<file path="config.mk">
export PLATFORM = sky130hd
export DESIGN_NAME = branch_global_predictor
export DESIGN_NICKNAME = d
export VERILOG_FILES = /design/src/rtl/branch_global_predictor.sv
export SDC_FILE = /design/constraint.sdc
export NUM_CORES = 1
export LEC_CHECK = 0
export ABC_AREA = 1
export CAP_MARGIN = 20
export CORE_AREA = 8 8 196 198
export CTS_BUF_LIST = sky130_fd_sc_hd__clkbuf_16
export DETAILED_ROUTE_END_ITERATION = 12
export DIE_AREA = 0 0 204 206
export SYNTH_ARGS = -nofsm -noshare
export SYNTH_HDL_FRONTEND = slang
export SYNTH_SLANG_ARGS = --single-unit
export TNS_END_PERCENT = 5
</file>
<file path="constraint.sdc">
create_clock -name clk -period 2.5 [get_ports clk]
set_input_delay 0.375 -clock clk [delete_from_list [all_inputs] [get_ports clk]]
set_output_delay 0.375 -clock clk [all_outputs]
set_load 0.01 [all_outputs]
</file>
<file path="src/rtl/branch_global_predictor.sv">
// ---------------------------------------------------------------------------
// branch_global_predictor
//   Global-history branch direction predictor. A pattern history table (PHT)
//   of 2-bit saturating counters is read combinationally in IF, indexed by the
//   global branch history register (BHR). The EX stage trains the counter
//   selected by the BHR snapshot that travelled with the branch, and shifts
//   the resolved outcome into the live BHR.
//
//   Optional feature macro: GSHARE_XOR_EN
//     defined   : index = history XOR pc[PC_LSB +: n]  (gshare)
//     undefined : index = history                     (pure global, PCs unused)
//
//   Reset is synchronous and active-high. Updates only happen at resolution,
//   so the BHR never holds speculative history and a flush needs no repair.
// ---------------------------------------------------------------------------
module branch_global_predictor #(
  parameter int N      = 128,  // PHT entries, power of two, at least 4
  parameter int PC_LSB = 2     // lowest PC bit folded into the gshare hash
) (
  input  logic                 clk,
  input  logic                 rst,
  // IF stage: prediction lookup
  input  logic [31:0]          pc_if,
  input  logic                 is_branch_if,
  output logic                 glob_predict_taken_if,
  output logic [$clog2(N)-1:0] bhr_if,
  // EX stage: training with the resolved outcome
  input  logic                 is_branch_ex,
  input  logic [31:0]          pc_ex,
  input  logic [$clog2(N)-1:0] bhr_ex,
  input  logic                 cmp_out_ex
);

  localparam int IDX_W = $clog2(N);

  // 2-bit counter encodings: strongly/weakly not-taken, weakly/strongly taken.
  localparam logic [1:0] CTR_SNT = 2'b00;
  localparam logic [1:0] CTR_WNT = 2'b01;
  localparam logic [1:0] CTR_WT  = 2'b10;
  localparam logic [1:0] CTR_ST  = 2'b11;

  logic [1:0]       pht [N];
  logic [IDX_W-1:0] bhr;
  logic [IDX_W-1:0] idx_if;
  logic [IDX_W-1:0] idx_ex;

  // Saturating counter step: move one state toward the resolved direction,
  // holding at the strong end states.
  function automatic logic [1:0] ctr_next(input logic [1:0] ctr,
                                          input logic       taken);
    logic [1:0] nxt;
    nxt = ctr;
    if (taken) begin
      if (ctr != CTR_ST)  nxt = ctr + 2'b01;
    end else begin
      if (ctr != CTR_SNT) nxt = ctr - 2'b01;
    end
    return nxt;
  endfunction

  // Index formation for the IF lookup and the EX training write.
  // NOTE: every signal assigned in always_comb gets a value on every path, so
  // no latch is inferred.
  always_comb begin
`ifdef GSHARE_XOR_EN
    idx_if = bhr    ^ pc_if[PC_LSB +: IDX_W];
    idx_ex = bhr_ex ^ pc_ex[PC_LSB +: IDX_W];
`else
    idx_if = bhr;
    idx_ex = bhr_ex;
`endif
  end

`ifndef GSHARE_XOR_EN
  // The hash offset only matters for gshare indexing.
  localparam int unused_pc_lsb = PC_LSB;
`endif

  // is_branch_if never alters state: the lookup is valid every cycle and the
  // IF stage decides whether to use it. PC bits outside the hash slice (or
  // all of them in pure global mode) do not affect the predictor.
  logic unused_inputs;
  assign unused_inputs = ^{is_branch_if, pc_if, pc_ex};

  // Lookup: prediction is the counter MSB; the raw history leaves with the
  // branch so EX can train the same entry later. A same-cycle EX write to
  // this entry is not bypassed; IF sees the pre-update counter.
  assign glob_predict_taken_if = pht[idx_if][1];
  assign bhr_if                = bhr;

  // Reset to weakly-not-taken / empty history, otherwise train on resolution.
  // Reset wins over a same-cycle EX update, which is then dropped.
  // NOTE: the PHT is a register array, not a RAM macro, so all entries can be
  // cleared in the single reset cycle; state updates use non-blocking
  // assignments so every read in this block sees the pre-edge values.
  always_ff @(posedge clk) begin
    if (rst) begin
      bhr <= '0;
      for (int i = 0; i < N; i++) begin
        pht[i] <= CTR_WNT;
      end
    end else if (is_branch_ex) begin
      pht[idx_ex] <= ctr_next(pht[idx_ex], cmp_out_ex);
      // The live history shifts, independent of the snapshot used to index.
      bhr         <= {bhr[IDX_W-2:0], cmp_out_ex};
    end
  end

  // CTR_WT is named for completeness of the encoding; it is only reached by
  // arithmetic in ctr_next.
  logic [1:0] unused_ctr_wt;
  assign unused_ctr_wt = CTR_WT;

endmodule
</file>
==> flow_metrics.env <==
export IMPL_status="finished with violations"
export IMPL_violations="setup timing"
export IMPL_fin_skew_ns=0.0156
export IMPL_dr_total_vias=14200
export IMPL_critPathArrivalTime_ns=2.39
export IMPL_powerDensity_mw_per_mm2=605
export IMPL_r2r_end="pht[119][0]"
export IMPL_grt_first_pass_wirelength_mm=75.7
export IMPL_cp_end_kind="output pin"
export IMPL_clk_latency_ns=0.57
export IMPL_cts_buffers=31
export IMPL_slowest_delay_ns=0.44
export IMPL_hold_viol=0
export IMPL_ys_types=26
export IMPL_critPathTopFamily="compound AO/OA/AOI/OAI gates"
export IMPL_relSlewSlack_pct=61.8
export IMPL_hold_ws_ns=0.523
export IMPL_hold_path_class="flip-flop to flip-flop"
export IMPL_instances_no_fill=2658
export IMPL_peakVddDrop_mv=0.568
export IMPL_first_pass_iters=5
export IMPL_h_tree_depth=1
export IMPL_rrSetupSlack_ns=0.06
export IMPL_cp_start_kind="flip-flop"
export IMPL_nNetsFinal=2248
export IMPL_yosysSeqAreaShare_pct=51.1
export IMPL_tightest_slew_ns=0.573
export IMPL_fmax_ghz=0.361
export IMPL_yosysTopAreaCell="edfxtp_1"
export IMPL_path_cells="buf_12, o21ai_0, o21ai_1, o21ai_1, o211ai_1, nand3_1, o21ai_2, nand2_1, nand2_2, buf_6"
export IMPL_ant_nets=0
export IMPL_drive_above_1_share_pct=12.2
export IMPL_required_ns=2.12
export IMPL_fp_dieH_um=206
export IMPL_min_period_ns=2.77
export IMPL_syn2layout_area_growth_pct=19.5
export IMPL_drtIter0Drc=1330
export IMPL_syn_inst=2076
export IMPL_start_util_pct=44.3
export IMPL_cts_tree="yes"
export IMPL_grt_max_degree=86
export IMPL_detailed_place_hpwl_mm=32.6
export IMPL_nFillCells=3329
export IMPL_clk_pin_slew_worst_paths_ns=0.06
export IMPL_grt_pass1_vias=13700
export IMPL_wirelength_mm=49.4
export IMPL_grt_overflow=0
export IMPL_synth_area_mm2=0.0156
export IMPL_core_area_mm2=0.0352
export IMPL_syn_avg_cell_area_um2=7.52
export IMPL_post_route_period_util_pct=111
export IMPL_worst_slack_ns=-0.269
export IMPL_clock_sinks=270
export IMPL_path_depth=10
export IMPL_slowest_stage="dfxtp_4"
export IMPL_rr_startpoint="pht[47][1]"
export IMPL_cp_num_buf_inv=2
export IMPL_synth_top_area_share_pct=49.3
export IMPL_pre_cts_slack_ns=-0.683
export IMPL_antennaDiodeCount=0
export IMPL_cpMostUsedCell="o21ai_1"
export IMPL_drv_slew=0
export IMPL_syn_nets=2152
export IMPL_dpl_cell_count=2583
export IMPL_wire_per_inst_um=18.6
export IMPL_io_pins=84
export IMPL_endpoint="glob_predict_taken_if"
export IMPL_timing_worst_setup_path_type="flip-flop to output pin"
export IMPL_fp_dieW_um=204
export IMPL_synth_seq_cells=270
export IMPL_antenna_found_initial=0
export IMPL_viasPerCell=5.33
export IMPL_root_buffer="clkbuf_16"
export IMPL_io_buffers=18
export IMPL_power_leakage_uw=0.00746
export IMPL_grt_use_total_pct=23.1
export IMPL_reg2regPathDepth=17
export IMPL_gp_congestion=0.918
export IMPL_drc=0
export IMPL_setup_viol=1
export IMPL_cap_violations=0
export IMPL_rows=69
export IMPL_dieArea_mm2=0.0420
export IMPL_synthTopCellsByArea="edfxtp_1 (49%), nand2_1 (18%), a21oi_1 (6.8%), inv_1 (6.4%), nor2_1 (5.5%)"
export IMPL_crit_fanout=27
export IMPL_grt_setup_unrepaired="true"
export IMPL_cts_max_path_buffers=3
export IMPL_yosys_warnings=0
[routing by layer]
metal | part of all wire (%) | track usage (%)
met1 | 41 | 29.8
met2 | 47 | 38.4
met3 | 8.1 | 3.37
met4 | 4.6 | 9.59
met5 | 0 | 0
[state kept, by name, summed over array words and instances, names as in the netlist, named ones only]
register,count
bhr_if,7
pht,256
[final cells by class]
| type | instances | area (µm²) | area share (%) |
|---|---|---|---|
| flip-flops and latches | 270 | 7980 | 42.8 |
| multi-input cells | 1401 | 5970 | 32.0 |
| repair buffers | 198 | 2170 | 11.7 |
| inverters | 270 | 1020 | 5.49 |
| clock buffers | 31 | 776 | 4.16 |
| well taps | 461 | 577 | 3.09 |
| clock inverters | 27 | 156 | 0.838 |
[how the worst min path moves through the flow]
stage                       from         end  slack (ns)  cells past startpoint
floorplan           is_branch_ex   flip-flop        0.48                      1
global placement       bhr_if[4]   bhr_if[5]        0.51                      2
detailed placement     bhr_if[5]   bhr_if[6]        0.52                      2
CTS                    bhr_ex[1]  pht[28][0]        0.50                      6
global route           bhr_ex[1]  pht[28][0]        0.55                      6
finish                 bhr_if[0]   flip-flop        0.52                      2
[where the power goes]
| group | leakage [µW] | switching (µW) | total [µW] | internal (µW) |
|---|---|---|---|---|
| Sequential | 0.00241 | 68.2 | 5120 | 5050 |
| Clock | 0.000479 | 1860 | 4210 | 2340 |
| Combinational | 0.00457 | 1230 | 1950 | 727 |
| Total | 0.00746 | 3160 | 11300 | 8120 |
[worst reg2reg max path, cell delays in order (launching register included)]
cell	delay (ns)
edfxtp_1	0.42
or2_4	0.25
nand2_2	0.06
nand2_2	0.06
nor2_4	0.13
nor2_1	0.06
nor2_1	0.09
nand2_1	0.06
nand2_1	0.08
nand2_2	0.07
nor2_4	0.15
nand2_2	0.08
nand2_4	0.08
nand2_4	0.07
nand2_8	0.09
buf_12	0.18
buf_12	0.19
nand2_1	0.09
[kinds of logic (layout without fill, tap and decap cells)]
group,after synthesis,in the layout,share of synthesized area (%)
buffers and inverters,405,526,11.7
DFF,270,270,51.1
and+or+nand+nor,1051,1051,25.9
AOI/OAI and AO/OA,350,350,11.4
[per-stage QoR]
stage / cell area, µm² / util [%] / total power, µW / TNS [ns]
floorplan: 15600 / - / 6230 / 0
CTS: 18500 / 52.5 / 11200 / -2.09
global route: 18700 / 53.0 / 11700 / -7.17
global placement: 17200 / 48.9 / 6870 / -168.51
finish: 18700 / 53.0 / 11300 / -0.269
detailed placement: 17200 / 48.9 / 6880 / -179.02
[Yosys cell counts (all sizes together)]
| cell | instances |
|---|---|
| edfxtp | 256 |
| buf | 86 |
| nand2 | 753 |
| nor3 | 3 |
| inv | 269 |
| a211oi | 1 |
| or2 | 1 |
| nand3 | 63 |
| a21o | 1 |
| o31ai | 1 |
| clkbuf | 49 |
| dfxtp | 14 |
| o21ai | 126 |
| nor2 | 229 |
| a21oi | 213 |
| nand4 | 2 |
| clkinv | 1 |
| o211ai | 5 |
| o22ai | 3 |
[what timing repair did]
item / in CTS / in global routing
pin swaps: 5 / 19
cloned: 4 / 2
hold endpoints to repair: 0 / 0
gates resized for setup: 51 / 32
hold buffers: 0 / 0
setup buffers: 6 / 5
setup endpoints to repair: 256 / 257
[cells in the final DEF (no fill, tap or decap), drive strengths merged, types with 14 or more instances in the layout]
cell	instances
a21oi	213
buf	178
clkbuf	33
clkdlybuf4s50	14
clkinv	16
dfxtp	14
edfxtp	256
inv	276
nand2	753
nand3	63
nor2	229
o21ai	126
Note: power is estimated with default switching activity, not from simulation.
